**src/rtl/if_id_queue.sv**
```systemverilog
// IF->ID decoupling stage: an output register fed by a small in-order queue.
// Fetch keeps delivering while decode stalls. The output register always
// holds an instruction older than anything still waiting in the queue.
module if_id_queue #(
    parameter int ADDR_WIDTH = 32,
    parameter int INST_WIDTH = 32,
    parameter int DEPTH      = 4,
    parameter int PTR_WIDTH  = 2
) (
    input  logic                  clk_in,
    input  logic                  rst_in,
    input  logic                  rdy_in,
    input  logic                  flush_in,
    input  logic                  if_valid_in,
    input  logic [ADDR_WIDTH-1:0] if_pc_in,
    input  logic [INST_WIDTH-1:0] if_inst_in,
    output logic                  if_ready_out,
    input  logic                  id_stall_in,
    output logic                  id_valid_out,
    output logic [ADDR_WIDTH-1:0] id_pc_out,
    output logic [INST_WIDTH-1:0] id_inst_out,
    output logic [PTR_WIDTH:0]    count_out
);

    logic [ADDR_WIDTH-1:0] pc_mem   [DEPTH];
    logic [INST_WIDTH-1:0] inst_mem [DEPTH];
    logic [PTR_WIDTH-1:0]  head;
    logic [PTR_WIDTH-1:0]  tail;

    logic adv;
    logic push;
    logic empty;
    logic wr_en;

    // Readiness comes only from the registered count, so decode stall never
    // reaches fetch combinationally; a full queue refuses even if it pops.
    assign if_ready_out = (count_out < (PTR_WIDTH+1)'(DEPTH));
    assign adv          = !id_valid_out || !id_stall_in;
    assign push         = if_valid_in && if_ready_out;
    assign empty        = (count_out == '0);
    // A fetch is written into the queue unless it bypasses straight to the
    // output (empty queue, output advancing) or is killed by flush.
    assign wr_en        = rdy_in && !rst_in && !flush_in && push && !(adv && empty);

    // Queue storage: no reset needed, contents are only read when counted.
    always_ff @(posedge clk_in) begin
        if (wr_en) begin
            pc_mem[tail]   <= if_pc_in;
            inst_mem[tail] <= if_inst_in;
        end
    end

    // Pointer, occupancy and output register update in flush/advance priority.
    always_ff @(posedge clk_in) begin
        if (rst_in) begin
            head         <= '0;
            tail         <= '0;
            count_out    <= '0;
            id_valid_out <= 1'b0;
            id_pc_out    <= '0;
            id_inst_out  <= '0;
        end else if (rdy_in) begin
            if (flush_in) begin
                head         <= '0;
                tail         <= '0;
                count_out    <= '0;
                id_valid_out <= 1'b0;
                id_pc_out    <= '0;
                id_inst_out  <= '0;
            end else if (adv && !empty) begin
                id_valid_out <= 1'b1;
                id_pc_out    <= pc_mem[head];
                id_inst_out  <= inst_mem[head];
                head         <= head + PTR_WIDTH'(1);
                if (push) begin
                    tail <= tail + PTR_WIDTH'(1);
                end else begin
                    count_out <= count_out - (PTR_WIDTH+1)'(1);
                end
            end else if (adv && push) begin
                id_valid_out <= 1'b1;
                id_pc_out    <= if_pc_in;
                id_inst_out  <= if_inst_in;
            end else if (adv) begin
                id_valid_out <= 1'b0;
                id_pc_out    <= '0;
                id_inst_out  <= '0;
            end else if (push) begin
                tail      <= tail + PTR_WIDTH'(1);
                count_out <= count_out + (PTR_WIDTH+1)'(1);
            end
        end
    end

endmodule

```
**config.mk**
```make
export PLATFORM = sky130hd
export DESIGN_NAME = if_id_queue
export DESIGN_NICKNAME = d
export VERILOG_FILES = /design/src/rtl/if_id_queue.sv
export SDC_FILE = /design/constraint.sdc
export NUM_CORES = 1
export LEC_CHECK = 0
export CAP_MARGIN = 10
export CORE_ASPECT_RATIO = 1.1
export CORE_MARGIN = 4
export CORE_UTILIZATION = 56
export DETAILED_ROUTE_END_ITERATION = 8
export PLACE_DENSITY_LB_ADDON = 0.3
export SLEW_MARGIN = 20
export SYNTH_ARGS = -nofsm -noshare
export SYNTH_HDL_FRONTEND = slang
export SYNTH_SLANG_ARGS = --single-unit
```
**constraint.sdc**
```tcl
create_clock -name clk_in -period 4 [get_ports clk_in]
set_clock_uncertainty 0.2 [all_clocks]
set_input_delay 1.2 -clock clk_in [delete_from_list [all_inputs] [get_ports clk_in]]
set_output_delay 1.2 -clock clk_in [all_outputs]
set_load 0.03 [all_outputs]
```
Word level (Yosys, flattened, before mapping). Memory sizes are Yosys's and may differ from the RTL's. A register that Yosys moved wholly into a read port is not among the register bits. Index checks and enable logic that the tools add are counted.

Add/subtract/negate cells: 4. $lt $le $gt $ge: 1. Eq/ne operators: 3. Mux-type cells: 30. Reductions and logical operators: 23.

Operators with widths (number): 32-bit 2-to-1 mux (7); 2-bit 2-to-1 mux (11); 3-bit 2-to-1 mux (6); 1-bit logical AND (8); 1-bit logical NOT (6); 1-bit 2-to-1 mux (6); 3-bit inequality test (second input constant) (2); 5-bit AND reduction (1); 2-bit by 1-bit adder with 2-bit output (second input constant) (2); 2-bit AND reduction (2); 4-bit nonzero test (1); 3-bit by 1-bit adder with 3-bit output (second input constant) (1); 3-bit logical NOT (1); 3-bit less-than comparator (second input constant) (1); 3-bit by 2-bit inequality test with 1-bit output (second input constant) (1); 3-bit AND reduction (1); 3-bit nonzero test (1); 3-bit by 1-bit subtractor with 3-bit output (second input constant) (1); 2-bit nonzero test (1); 1-bit logical OR (1).

Flip-flop bits (word level): 72. Memory bits (writable): 256. Input bits: 70. Output and inout port bits: 69. Logic and storage cells: 69. Memories kept: 2.

Memories: inst_mem (words 4, bits a word 32, read ports 1, clocked after Yosys merged registers in 1, write ports 1, RTL line 26) `logic [INST_WIDTH-1:0] inst_mem [DEPTH];`; pc_mem (words 4, bits a word 32, read ports 1, clocked after Yosys merged registers in 1, write ports 1, RTL line 25) `logic [ADDR_WIDTH-1:0] pc_mem [DEPTH];`.

Logic depth before layout (Yosys ltp). Gate-level depths: netlist of run 1.

Word-level depth: 7. Mapped depth: 8. Mapped depth without buffers: 8.

Worst setup path before layout of run 1. No wires, ideal clock.

Kind: input port to flip-flop. From: in flush_in. To: mem inst_mem[0][0], enable pin. Library setup time: 0.429 ns. Data arrival time: 3.223 ns. Required time: 3.371 ns. Path slack: 0.148 ns. Stages: 4. Path buffers: 0. Path through: and2b_4 nand2_4 nor2_1 and2_1.

Word-level cells in the longest chain between the ends: 6.

Ends and longest elaborated chain: start, declared (RTL line 13) `input logic flush_in,`; 1-bit logical NOT (RTL line 43) `assign wr_en = rdy_in && !rst_in && !flush_in && push && !(adv && empty);`; 1-bit logical AND (3 in series) (RTL line 43); 1-bit 2-to-1 mux (RTL line 47) `if (wr_en) begin`; 1-bit 2-to-1 mux (implied by the code) (RTL line 49) `inst_mem[tail] <= if_inst_in;`; end, declared (RTL line 26).

No other way between the ends.

Worst setup path after layout of run 1.
From: reg count_out[1]. To: out count_out[1].

RTL lines: start, declared (RTL line 22) `output logic [PTR_WIDTH:0] count_out`; start signal, assigned (RTL line 78) `count_out <= count_out - (PTR_WIDTH+1)'(1);`; start signal, assigned (RTL line 90) `count_out <= count_out + (PTR_WIDTH+1)'(1);`.

No word-level cell between the ends.

==> run metrics, run 1 <==
asr flop ratio synth 0; total I/O pin count 139; gpl congestion 0.793; Mean Syn Cell Area 20.1 um^2; initial antenna violation count 2; antenna-violating nets left 0; clk root buf clkbuf_16; Slew @ Worst Pin 835 ps; final setup TNS 0 ps; Setup CP Type reg -> out; predominant post-synthesis flop cell edfxtp_1; fin area 15,500 um^2; crit path max-delay cell type clkdlybuf4s50_1; Post-Syn Nets 703; total gr overflow 0; latest clock arrival within the worst-skew pair 490 ps; Slew HR 0.443; number of I/O port buffers 138; CTS Buf Count 34; Post-CTS Hold Buffers 0; total track usage 0.204; Max Slew Vio Count 0; Top delay family on crit path buffers and inverters; maximum vdd ir drop 0.000393 V; sequential-to-total area share from yosys stat 0.725; CTS tree yes; Tmin final 3260 ps; Cell Pwr Density 456 nW/um^2; CP bufs+invs 1; max-cap violation count 0; dpl cell area 14,300 um^2; flops & latches, synth 330; row cnt 57; terminus of the critical flop-to-flop path inst_mem[3][23]$_DFFE_PP_; die width 151 um; Hold Path End tail[1]$_SDFFE_PP0P_; DRT iter0 DRCs 572; HP Start tail[1]$_SDFFE_PP0P_; highest clock rate 307 MHz; WL final 25,500 um; 1st-pass router iterations 5; htree depth 2; period utilization 0.816; Core Box Area 22,200 um^2; final hold vios 0; Yosys top cell area share 0.608; Routed WL per cell 23.2 um; synthesized area 12,700 um^2; Hold Path Stages 2; Initial Util 0.570; vias in the first global route 6,965; Post-synth EDFFs 256; Distinct cells, synth 40; footprint of the multi-input gates 3200 um^2; Reg-to-Reg Start count_out[1]$_SDFFE_PP0P_; CP Capture Type output port; commonest cells after routing, fill and taps aside edfxtp_1 (256), clkdlybuf4s50_1 (138), dfxtp_1 (72); clock buffer depth 3; Worst EP arrival 1860 ps; filler cell count in the final layout 1,358; R2R depth 5; R2R Setup Slk 1660 ps; Syn Inst Count 628; hpwl dp 14,800 um; startpoint types flip-flop; P_leak 5.17 nW; number of clock sinks 330; status completed; Area Overhead vs Synth 22.2%; vias per cell 6.03; HP Class reg -> reg; first-pass GRT wire length 39,800 um; die area 25,100 um^2; post-CTS setup buffer count 0; register area 9170 um^2; Synth Warn # 0; layout cells sized above 1 0.0970; main area contributors after synthesis edfxtp_1 (61%), mux4_1 (13%), dfxtp_1 (12%); Setup violations, final 0; Synth area leader edfxtp_1; post-CTS sizing 0; critical-path cell list clkdlybuf4s50_1; CP required 2600 ps; CP max FO 12; largest net degree at the start of global routing 65; RSZ-0062 raised after global routing false; layout net count 855; die height 166 um; Worst-path clk slew 60 ps; drt drc 0; commonest non-fill, non-tap cell in the layout edfxtp_1; Ant. Diodes 0; max incr delay on CP 770 ps; Vias 6,626
## cells by family after synthesis
group / share of synthesized area
compound gates: 0.0657
flops: 0.725
mux: 0.134
simple gates: 0.0460
buf+inv: 0.0251
fa+ha+maj: 0.00495
## how the worst max path moves through the flow
stage                                      endpoint  cells after the start  slack [ps]                       from
final                                  count_out[1]                      1         740  count_out[1]$_SDFFE_PP0P_
after global routing                   count_out[0]                      1         660  count_out[0]$_SDFFE_PP0P_
after CTS                              count_out[1]                      1         730  count_out[1]$_SDFFE_PP0P_
after detailed placement   inst_mem[3][6]$_DFFE_PP_                      6         390                if_valid_in
after global placement    inst_mem[3][10]$_DFFE_PP_                      6         500                     rdy_in
after floorplan            inst_mem[0][0]$_DFFE_PP_                      4         150                   flush_in
## layer usage
layer	GRT usage	vias up	wire length, um	share of wire
met2	0.336	253	12800	0.50
met4	0.0556	4	538	0.021
li1	-	2950	-	-
met1	0.282	3371	10400	0.41
met5	0	-	34	0.0013
met3	0.0399	48	1740	0.068
## state kept, by name (all words and copies together) (netlist names), named ones only
signal	count
tail	2
head	2
pc_mem	128
id_pc_out	32
id_inst_out	32
count_out	3
inst_mem	128
id_valid_out	1
## layout make-up
type,instances,area share
sequential,330,0.593
multi-input combinational,255,0.207
timing repair buffer,154,0.104
clock buffer,49,0.0626
tap,295,0.0239
clock inverter,11,0.00866
inverter,5,0.00121
## stage by stage
step,power [mW],setup WS (ps),util,hold WS [ps],std cells
2_1_floorplan,3.88,148,-,283,628
3_3_place_gp,4.03,497,0.647,310,1038
3_5_place_dp,4.04,392,0.647,317,1038
4_1_cts,7.11,726,0.696,327,1098
5_1_grt,7.29,662,0.697,351,1099
6_report,7.05,737,0.697,324,1099
## power breakdown
part | switching (mW) | internal (mW)
sequential | 0.0121 | 3.71
combinational | 0.131 | 0.117
clock | 1.21 | 1.88
total | 1.35 | 5.70
## cell usage after synthesis (4+ instances only)
master	count
a21oi_1	8
a221o_1	64
and2_1	68
buf_6	20
clkbuf_1	13
dfxtp_1	74
edfxtp_1	256
ha_1	5
inv_1	5
mux4_1	63
nand2_1	6
nand3b_1	4
o21ai_0	5
Power figures use the tool's default switching activity.
==> run 2: changes to the inputs <==
CORE_UTILIZATION = 51   (was 56)
clock period = 3 ns   (was 4 ns; I/O delays follow)
==> run metrics, run 2 (synthesis results as in run 1) <==
status completed; row cnt 60; Ant. Diodes 0; antenna-violating nets left 0; htree depth 1; CTS tree yes; Post-CTS Hold Buffers 0; number of I/O port buffers 138; layout cells sized above 1 0.111; P_leak 5.21 nW; period utilization 0.955; HP Class reg -> reg; Setup violations, final 0; Top Registers inst_mem: 128 flops, pc_mem: 128 flops; post-CTS sizing 2; filler cell count in the final layout 1,659; clock buffer depth 3; DRT iter0 DRCs 408; maximum vdd ir drop 0.000326 V; startpoint types flip-flop; vias in the first global route 6,970; Worst EP arrival 1760 ps; WL final 25,800 um; Slew @ Worst Pin 464 ps; post-CTS setup buffer count 0; Vias 6,619; final setup TNS 0 ps; clk root buf clkbuf_16; first-pass GRT wire length 40,100 um; max-cap violation count 0; CP Capture Type output port; 1st-pass router iterations 4; vias per cell 5.89; CP required 1900 ps; total track usage 0.187; total I/O pin count 139; largest net degree at the start of global routing 66; RSZ-0062 raised after global routing false; drt drc 0; CTS Buf Count 30; Core Box Area 24,500 um^2; die width 158 um; commonest non-fill, non-tap cell in the layout edfxtp_1; Tmin final 2860 ps; gpl congestion 0.913; Non-Filler Instances 1,123; Max Slew Vio Count 0; Slew HR 0.690; total gr overflow 0; die height 173 um; Initial Util 0.517; commonest cells after routing, fill and taps aside edfxtp_1 (256), clkdlybuf4s50_1 (135), dfxtp_1 (72); Cell Pwr Density 573 nW/um^2; hpwl dp 16,000 um; Worst-path clk slew 70 ps; Routed WL per cell 23.0 um; highest clock rate 349 MHz; layout net count 864; CP max FO 10; initial antenna violation count 2; Cell Count Post-Placement 1,067; final hold vios 0; die area 27,400 um^2; number of clock sinks 330; Area Overhead vs Synth 22.9%; latest clock arrival within the worst-skew pair 550 ps; Setup CP Type reg -> out
run 2: cell types whose count changed in the layout (fill, tap and decap cells not counted), moves of 4 or more:
cell,previous run,this run
buf_12,8,18
clkbuf_1,10,4
clkinv_2,4,10
clkbuf_16,35,30
clkbuf_8,4,0
run 2: where the power goes:
part / switching, mW / internal [mW] / total (mW)
clock network: 1.60 / 2.01 / 3.61
registers: 0.0152 / 4.94 / 4.95
logic: 0.180 / 0.163 / 0.343
total: 1.80 / 7.12 / 8.91
run 2: metrics by stage:
step	util	hold WS (ps)	power [mW]	setup WS [ps]	area, um^2
3_3_place_gp	0.597	300	5.38	61.9	14600
6_report	0.635	328	8.91	135	15500
2_1_floorplan	-	283	5.17	148	12700
5_1_grt	0.635	334	9.21	50.6	15500
4_1_cts	0.635	319	9.00	33.0	15500
3_5_place_dp	0.597	299	5.40	9.19	14600
run 2: final cells by class:
| class | count | area, um^2 | share of cell area |
|---|---|---|---|
| multi-input cells | 255 | 3200 | 0.206 |
| clock inverters | 22 | 178 | 0.0114 |
| well taps | 310 | 388 | 0.0250 |
| repair buffers | 167 | 1820 | 0.117 |
| inverters | 5 | 18.8 | 0.00121 |
| clock buffers | 34 | 766 | 0.0493 |
| flip-flops and latches | 330 | 9170 | 0.590 |
run 2: path summary, 6_finish.rpt:
| kind | cells after the start | endpoint | from | slack, ps |
|---|---|---|---|---|
| min reg2reg | 2 | flip-flop | head[1]$_SDFFE_PP0P_ | 330 |
| max | 2 | if_ready_out | count_out[2]$_SDFFE_PP0P_ | 140 |
| max reg2reg | 6 | inst_mem[0][12]$_DFFE_PP_ | count_out[0]$_SDFFE_PP0P_ | 820 |
| min | 2 | flip-flop | head[1]$_SDFFE_PP0P_ | 330 |
run 2: critical path: stages (launching register included):
cell and delay (ps):
dfxtp_1 560, inv_1 70, clkdlybuf4s50_1 600
run 2: layer usage:
layer | wire (um) | vias to the layer above | track usage
li1 | - | 2982 | -
met1 | 10600 | 3362 | 0.256
met2 | 13200 | 232 | 0.314
met3 | 1410 | 41 | 0.0280
met4 | 641 | 2 | 0.0530
met5 | 13 | - | 0
==> run 3: changes to the inputs <==
CORE_UTILIZATION = 35   (was 51)
PLACE_DENSITY = 0.54   (was unset)
PLACE_DENSITY_LB_ADDON = unset   (was 0.3)
clock period = 3.55 ns   (was 3 ns; I/O delays follow)
==> run metrics, run 3 (synthesis results as in run 1) <==
Tmin final 3170 ps; antenna-violating nets left 0; terminus of the critical flop-to-flop path id_pc_out[0]$_SDFFE_PP0P_; Cell Pwr Density 503 nW/um^2; total design power 8.00 mW; RSZ-0062 raised after global routing false; Crit path depth 1; dpl cell area 14,800 um^2; Ant. Diodes 0; critical-path cell list clkdlybuf4s50_1; row cnt 72; clock buffer depth 3; Worst EP arrival 1910 ps; CP bufs+invs 1; Post-CTS Hold Buffers 0; pre-CTS WS 210 ps; CP max FO 12; Top Registers inst_mem: 128 flops, pc_mem: 128 flops; first-pass GRT wire length 43,200 um; latest clock arrival within the worst-skew pair 520 ps; period utilization 0.894; hpwl dp 17,200 um; highest clock rate 315 MHz; number of clock sinks 330; Routed WL per cell 21.6 um; max-cap violation count 0; total gr overflow 0; CTS Buf Count 36; P_leak 5.26 nW; htree depth 2; DRT iter0 DRCs 343; Area Overhead vs Synth 25.7%; initial antenna violation count 2; Vias 6,651; Slew @ Worst Pin 688 ps; status completed; max incr delay on CP 770 ps; Setup violations, final 0; die area 39,300 um^2; drt drc 0; fin area 15,900 um^2; number of I/O port buffers 138; Initial Util 0.357; Worst Setup SP count_out[0]$_SDFFE_PP0P_; R2R Setup Slk 1160 ps; worst hold margin 318 ps; CP required 2280 ps; Setup crit end count_out[0]; CP Capture Type output port; crit path max-delay cell type clkdlybuf4s50_1; vias per cell 5.10; R2R depth 3; HP Class reg -> reg; largest net degree at the start of global routing 46; die width 189 um; fin util 0.449; commonest cells after routing, fill and taps aside edfxtp_1 (256), clkdlybuf4s50_1 (138), dfxtp_1 (72); die height 207 um; Final WS setup 375 ps; Non-Filler Instances 1,303; CTS tree yes; WL final 28,200 um; Core Box Area 35,400 um^2; Top delay family on crit path buffers and inverters; final hold vios 0; Setup CP Type reg -> out; post-CTS setup buffer count 0; layout net count 870; Cell Count Post-Placement 1,238; maximum vdd ir drop 0.000299 V; 1st-pass router iterations 5; vias in the first global route 7,119; gpl congestion 0.743; Max Slew Vio Count 0; layout cells sized above 1 0.112; total track usage 0.140; Slew HR 0.541; final setup TNS 0 ps; commonest non-fill, non-tap cell in the layout edfxtp_1; total I/O pin count 139; startpoint types flip-flop; Worst-path clk slew 60 ps; clk root buf clkbuf_16; post-CTS sizing 0
run 3: how the worst min path moves through the flow:
stage                               from                    to  slack (ps)  cells after the start
floorplan           tail[1]$_SDFFE_PP0P_  tail[1]$_SDFFE_PP0P_         280                      2
global placement    head[0]$_SDFFE_PP0P_             flip-flop         300                      2
detailed placement  head[1]$_SDFFE_PP0P_             flip-flop         320                      2
CTS                 head[1]$_SDFFE_PP0P_             flip-flop         330                      2
global route        head[1]$_SDFFE_PP0P_             flip-flop         370                      2
finish              head[1]$_SDFFE_PP0P_             flip-flop         320                      2
run 3: routing by layer:
metal | GRT usage | routed length (um) | vias to the layer above
met2 | 0.236 | 13900 | 165
met1 | 0.183 | 12300 | 3437
met4 | 0.0424 | 620 | 4
met3 | 0.0299 | 1370 | 49
li1 | - | - | 2996
met5 | 0 | 27 | -
run 3: where the power goes:
group          internal (mW)  switching [mW]  total, mW  leakage [nW]
Sequential              4.18          0.0138       4.19          2.90
Clock                   2.09            1.42       3.52         0.551
Combinational          0.137           0.153      0.290          1.81
run 3: layout make-up:
class / instances / area (um^2)
Clock buffer: 57 / 1080
Clock inverter: 8 / 46.3
Fill cell: 3045 / 19500
Inverter: 5 / 18.8
Multi-Input combinational cell: 255 / 3200
Sequential cell: 330 / 9170
Tap cell: 481 / 602
Timing Repair Buffer: 167 / 1780
